### config.mk
export PLATFORM = sky130hd
export DESIGN_NAME = bp_fe_ras_ctrl
export DESIGN_NICKNAME = d
export VERILOG_FILES = /design/src/rtl/bp_fe_ras_ctrl.sv
export SDC_FILE = /design/constraint.sdc
export NUM_CORES = 1
export LEC_CHECK = 0
export ABC_CLOCK_PERIOD_IN_PS = 2700
export CAP_MARGIN = 20
export CORE_ASPECT_RATIO = 2
export CORE_UTILIZATION = 46
export CTS_CLUSTER_DIAMETER = 150
export DETAILED_ROUTE_END_ITERATION = 16
export GPL_TIMING_DRIVEN = 0
export MAX_ROUTING_LAYER = met4
export PLACE_DENSITY = 0.81
export SLEW_MARGIN = 20
export SYNTH_ARGS = -nofsm -noshare
export SYNTH_HDL_FRONTEND = slang
export SYNTH_SLANG_ARGS = --single-unit
### constraint.sdc
create_clock -name clk_i -period 2.7 [get_ports clk_i]
set_input_delay 0.27 -clock clk_i [delete_from_list [all_inputs] [get_ports clk_i]]
set_output_delay 0.27 -clock clk_i [all_outputs]
set_load 0.01 [all_outputs]
### src/rtl/bp_fe_ras_ctrl.sv
// Return-address-stack controller: turns predecoded calls/returns into
// stack push/pop, registers return predictions and drains on redirect.
module bp_fe_ras_ctrl #(
    parameter int vaddr_width_p = 16,
    parameter int els_p         = 8,
    parameter int instr_bytes_p = 4,
    localparam int cnt_width_lp = $clog2(els_p + 1)
) (
    input  logic                     clk_i,
    input  logic                     reset_i,
    input  logic                     pd_v_i,
    output logic                     pd_ready_o,
    input  logic [vaddr_width_p-1:0] pd_pc_i,
    input  logic                     pd_is_call_i,
    input  logic                     pd_is_ret_i,
    input  logic                     redirect_i,
    output logic                     push_o,
    output logic                     pop_o,
    output logic [vaddr_width_p-1:0] w_data_o,
    input  logic [vaddr_width_p-1:0] r_data_i,
    output logic                     ret_v_o,
    output logic                     ret_hit_o,
    output logic [vaddr_width_p-1:0] ret_addr_o,
    output logic [cnt_width_lp-1:0]  count_o
);

    typedef enum logic [1:0] {RUN, SWAP, FLUSH} state_e;

    localparam logic [cnt_width_lp-1:0] full_lp = cnt_width_lp'(els_p);

    state_e                   state_q, state_d;
    logic [cnt_width_lp-1:0]  count_q, count_d;
    logic [vaddr_width_p-1:0] pend_q, pend_d;
    logic                     ret_v_q, ret_v_d;
    logic                     ret_hit_q, ret_hit_d;
    logic [vaddr_width_p-1:0] ret_addr_q, ret_addr_d;
    logic [vaddr_width_p-1:0] ret_pc;
    logic                     accept, push, pop, nonempty;

    assign ret_pc     = pd_pc_i + vaddr_width_p'(instr_bytes_p);
    assign nonempty   = (count_q != '0);
    assign pd_ready_o = (state_q == RUN) & ~redirect_i;
    assign accept     = pd_v_i & pd_ready_o;

    always_ff @(posedge clk_i or negedge reset_i) begin
        if (!reset_i) begin
            state_q    <= RUN;
            count_q    <= '0;
            pend_q     <= '0;
            ret_v_q    <= 1'b0;
            ret_hit_q  <= 1'b0;
            ret_addr_q <= '0;
        end else begin
            state_q    <= state_d;
            count_q    <= count_d;
            pend_q     <= pend_d;
            ret_v_q    <= ret_v_d;
            ret_hit_q  <= ret_hit_d;
            ret_addr_q <= ret_addr_d;
        end
    end

    always_comb begin
        state_d = state_q;
        unique case (state_q)
            RUN: begin
                if (redirect_i)
                    state_d = nonempty ? FLUSH : RUN;
                else if (accept & pd_is_call_i & pd_is_ret_i & nonempty)
                    state_d = SWAP;
            end
            SWAP: begin
                if (redirect_i)
                    state_d = nonempty ? FLUSH : RUN;
                else
                    state_d = RUN;
            end
            FLUSH: begin
                if (count_q <= cnt_width_lp'(1))
                    state_d = RUN;
            end
            default: state_d = RUN;
        endcase
    end

    always_comb begin
        push       = 1'b0;
        pop        = 1'b0;
        count_d    = count_q;
        pend_d     = pend_q;
        ret_v_d    = 1'b0;
        ret_hit_d  = ret_hit_q;
        ret_addr_d = ret_addr_q;
        w_data_o   = ret_pc;
        unique case (state_q)
            RUN: begin
                if (accept) begin
                    if (pd_is_ret_i) begin
                        ret_v_d    = 1'b1;
                        ret_hit_d  = nonempty;
                        ret_addr_d = nonempty ? r_data_i : '0;
                    end
                    // A swap pops first; its push is deferred to SWAP
                    if (pd_is_ret_i & nonempty) begin
                        pop     = 1'b1;
                        count_d = count_q - 1'b1;
                        if (pd_is_call_i)
                            pend_d = ret_pc;
                    end else if (pd_is_call_i & (count_q != full_lp)) begin
                        push    = 1'b1;
                        count_d = count_q + 1'b1;
                    end
                end
            end
            SWAP: begin
                w_data_o = pend_q;
                if (!redirect_i) begin
                    push    = 1'b1;
                    count_d = count_q + 1'b1;
                end
            end
            FLUSH: begin
                if (nonempty) begin
                    pop     = 1'b1;
                    count_d = count_q - 1'b1;
                end
            end
            default: ;
        endcase
    end

    assign push_o     = push & reset_i;
    assign pop_o      = pop & reset_i;
    assign ret_v_o    = ret_v_q;
    assign ret_hit_o  = ret_hit_q;
    assign ret_addr_o = ret_addr_q;
    assign count_o    = count_q;

endmodule

# == Word level (Yosys, flattened, before mapping) ==
# Cells that the tools add are included.
# totals
regBits,40
latchBits,0
mem_bits_rw,0
romBits,0
in_bits,38
output_inout_bits,41
wordCells,62
memories,0
# op_classes
n_addsub,3
n_mul,0
n_div,0
order_cmp,1
eq_ne,9
shift,0
n_mux,26
bitwise_logic,10
reduce_logical,7
# ops
cell,n
2-to-1 mux 16 bit,2
2-to-1 mux 4 bit,5
adder 16 x 3 -> 16 bit (second input constant),1
one-hot mux 4 bit (3 select lines),1
2-to-1 mux 1 bit,10
2-to-1 mux 2 bit,5
AND 1 bit,9
!= test 2 bit (second input constant),4
one-hot mux 2 bit (3 select lines),1
AND reduction 5 bit,1
adder 4 x 1 -> 4 bit (second input constant),1
<= comparator 4 x 1 -> 1 bit (second input constant),1
!= test 4 bit (second input constant),1
one-hot mux 1 bit (2 select lines),2
AND reduction 4 bit,1
nonzero test 4 bit,1
subtractor 4 x 1 -> 4 bit (second input constant),1
!= test 3 x 1 -> 1 bit (second input constant),1
!= test 3 x 2 -> 1 bit (second input constant),1
AND reduction 3 bit,1
nonzero test 3 bit,1
equality test 2 x 1 -> 1 bit (second input constant),1
equality test 2 bit (second input constant),1
zero test 2 bit,1
other kinds (2),2

# == Longest topological paths before layout ==
# depth
word_depth,9
ltp_mapped,8
mapped_depth_nobuf,7

# == Least setup slack after synthesis ==
# No wires, ideal clock.
# synth_timing
kind,reg2reg
startpoint,"register count_q[0], in the netlist count_o[0]"
endpoint,register pend_q[10]
setup_ns,0.125
arrival_time_ns,1.799
required_ns,2.575
path_slack_ns,0.776
stages_incl_launch_ff,8
path_buffers,1
period_less_slack_ns,1.924
path_cell_list,dfrtp_1 inv_1 ha_1 nor3b_4 nor2_8 nand2_4 buf_6 mux2_4
# synth_via
elab_chain_cells,3
# synth_lines
element,line,source
start: declaration,32,"logic [cnt_width_lp-1:0] count_q, count_d;"
start signal: assignment,55,count_q <= count_d;
nonzero test 4 bit,41,assign nonempty = (count_q != '0);
AND 1 bit,104,if (pd_is_ret_i & nonempty) begin
AND reduction 4 bit (no line),--,
end signal: assignment,56,pend_q <= pend_d;
end: declaration,33,"logic [vaddr_width_p-1:0] pend_q, pend_d;"
# Every way passes these cells.
# A chain may end at the register's enable or synchronous reset.

# == Worst setup path in the final report ==
# layout_timing
startpoint,"register count_q[1], in the netlist count_o[1]"
endpoint,output port push_o
# layout_via
elab_chain_cells,7
elab_cells_between_ends,9
classes_between,eq/ne: 1; mux: 4; bitwise: 3; reduce/logical: 1
# layout_lines
element,line,source
!= test 4 bit,109,end else if (pd_is_call_i & (count_q != full_lp)) begin
AND 1 bit,109,
2-to-1 mux 1 bit,109,
2-to-1 mux 1 bit *,104,
2-to-1 mux 1 bit *,97,if (accept) begin
one-hot mux 1 bit (2 select lines) *,95,unique case (state_q)
AND 1 bit *,132,assign push_o = push & reset_i;
end: declaration,17,"output logic push_o,"
# Mark *: on every way between the ends. The rest lies on a longest branch, timed or not.

==> run summary <==
Status = complete, no violations
Half-perimeter wire length after placement = 4089 µm
Clock Tree Root = clkbuf_8
Post-Route M1 WL = 2049 µm
Pleak = 1.500 nW
Total core area = 4865 µm²
WS Path Type = reg2out
Row count = 36
First-pass GRT wire length = 8680 µm
Yosys top cell by area = dfrtp_1
Internal cell power = 0.002046 W
Number of global-route vias before repair = 1,929
TritonCTS clock tree = built
Setup WS pre-CTS = -0.1019 ns
Hold Crit Class = in2reg
Grt ovf = 0
CP Data Required Time = 2.43 ns
Met2 WL post-DR = 3027 µm
Synth cell types = 44
Nets = 338
Crit path max-delay cell type = clkdlybuf4s50_1
CP Capture Type = primary output
PnR worst setup slack = 0.09148 ns
Final Max Tran Viols = 0
Vias = 1,888
Proportion of layout cells with a drive suffix above 1 = 22.18%
WP buf/inv = 2
Pin count of the biggest net entering global routing = 33
RSZ-0062 raised after global routing = true
DR iter-0 viols = 15
EDFF count, synth = 0
Startpoint Class = flop
Global Route Usage Sum = 22.28%
Ports = 79
Tcrit/Tclk final = 96.61%
DRT Pass-1 Iters = 4
Gpl congestion = 0.8388
Clock buffer depth = 2
Crit-path cells = inv_2 > ha_4 > or3b_1 > o21ai_0 > a41oi_1 > nor2b_1 > clkdlybuf4s50_1
FMAX = 0.3834 GHz
Top_reg_cell synth = dfrtp_1
Synth async-reset ratio = 100.0%
Synth Instances = 203
Diodes inserted = 0
Clock latency on the worst-skew pair = 0.30 ns
DR WL met3 = 210 µm
Initial antenna violation count = 0
Crit path max-delay family = buffers and inverters
Chip Height = 102.5 µm
Worst Skew = 0.01090 ns
Post-Route WL = 5414 µm
Max-cap violations = 0
Min cycle time layout = 2.609 ns
Final Total Pwr = 0.003110 W
Num CTS Buffers = 5
Wire length per cell = 15.47 µm
Syn_nets = 249
Crit-path max FO = 7
Antenna viol nets, final = 0
Combinational Power Share = 50.7%
Critical path arrival = 2.34 ns
VDD IR max = 0.6465 mV
Num Clock Sinks = 40
Sequential Power Share = 33.0%
Clock Power Share = 16.3%
Post-route core utilization = 70.04%
# port buffers = 78
Synth warn = 0
H-Tree Depth = 2
Switching Share = 34.20%
Least-Margin Pin Slew = 0.5289 ns
Most common cell after layout, fill and taps aside = clkdlybuf4s50_1
Top Layer Used = met4
Post-Syn Area = 2325 µm²
Layout area overhead = 46.56%
Remaining DRCs = 0
DR vias/cell = 5.394
Seq/Total Area, Yosys = 43.06%
Max-Slew Margin vs Limit = 64.44%
Final hold violation count = 0
Pwr dens = 912.8 nW/µm²
Initial Utilization = 47.79%
Post-synth top area share = 43.06%
Die width = 52.27 µm
Die Footprint = 5360 µm²
Worst-path clk slew = 0.09 ns
#FFs+latches synth = 40
Worst path max stage delay = 0.55 ns
Psw = 0.001063 W
Synth area leaders = dfrtp_1, mux2_2, a22o_1
Most frequent cells in the layout = clkdlybuf4s50_1, dfrtp_1, mux2_2
Final setup violating endpoints = 0
Mean post-synth cell area = 11.45 µm²
[worst paths after layout]
kind	start	end	slack (ns)	cells after the start
max in group asynchronous	reset_i	count_o[0]$_DFFE_PN0P_	1.88	3
worst min-delay path	pd_pc_i[2]	pend_q[2]$_DFFE_PN0P_	0.27	2
worst max-delay path	count_o[1]$_DFFE_PN0P_	push_o	0.09	7
min in group asynchronous	reset_i	ret_addr_o[4]$_DFFE_PN0P_	0.37	2
worst max register to register	state_q[1]$_DFFE_PN0P_	pend_q[10]$_DFFE_PN0P_	0.64	7
worst min register to register	ret_hit_o$_DFFE_PN0P_	ret_hit_o$_DFFE_PN0P_	0.49	1
[through the flow]
stage	instance area, µm²	setup TNS [ns]	std cells	hold WS (ns)
floorplan	2325	0	203	-0.02559
global placement	3177	-1.077	338	0.4596
detailed placement	3192	-0.1885	339	0.1587
CTS	3371	0	349	0.3681
global route	3407	-0.01933	350	0.2951
finish	3407	0	350	0.2723
[final cells by class]
cell class	instances	area, µm²
buffer	7	52.55
clock buffer	5	68.82
clock inverter	3	46.29
fill	348	1458
inverter	7	26.28
multi-input combinational	149	1309
sequential	40	1002
tap	57	71.32
timing repair buffer	82	830.8
[sequential cells by signal, summed over array words and instances, names as in the netlist]
| signal | count |
|---|---|
| state_q | 2 |
| ret_v_o | 1 |
| ret_addr_o | 16 |
| pend_q | 16 |
| count_o | 4 |
| ret_hit_o | 1 |
[what timing repair did]
item,in CTS,in global routing
setup buffers,1,1
pin swaps,2,2
setup endpoints to repair,12,9
endpoints found under the hold margin,10,0
resized for setup,11,11
hold buffers,1,0
[cell usage after synthesis (2+ instances only)]
cell type  instances
dfrtp_1           40
mux2_2            24
a22o_1            16
nand2_1           11
o21ai_0           10
ha_1               8
xnor2_1            8
inv_1              7
mux2_4             7
nand3_1            7
nor2b_1            7
nor2_1             6
a21oi_1            4
nand2b_1           4
o31ai_1            4
xor2_1             4
a21o_1             3
and2_1             2
buf_6              2
clkbuf_1           2
nand4_1            2
nor3_1             2
o21ai_2            2
[power by group through the flow]
stage	sequential (W)	combinational [W]	clock, W
after floorplan	0.00109	0.000824	0
after global placement	0.00103	0.00147	0
after detailed placement	0.00105	0.00150	0
after CTS	0.00103	0.00157	0.000515
after global routing	0.00105	0.00171	0.000534
final	0.00103	0.00158	0.000507
[per-layer routing]
layer  up-vias  GRT usage (%)
met5         -              -
met4         0          9.919
met3        12          3.540
met2        61          40.24
met1       898          22.85
li1        917              -
[kinds of logic (layout without fill, tap and decap cells)]
family                   after synthesis  count (layout)  synth area share (%)
XOR/XNOR                              12              12                 4.521
multiplexers                          31              31                 16.15
AND/OR/NAND/NOR                       50              50                 13.56
buffers and inverters                 14             104                 3.122
AO/OA/AOI/OAI                         48              48                 15.29
flip-flops                            40              40                 43.06
adder cells (fa/ha/maj)                8               8                 4.306
No activity file was read; power rests on OpenSTA's default activity.
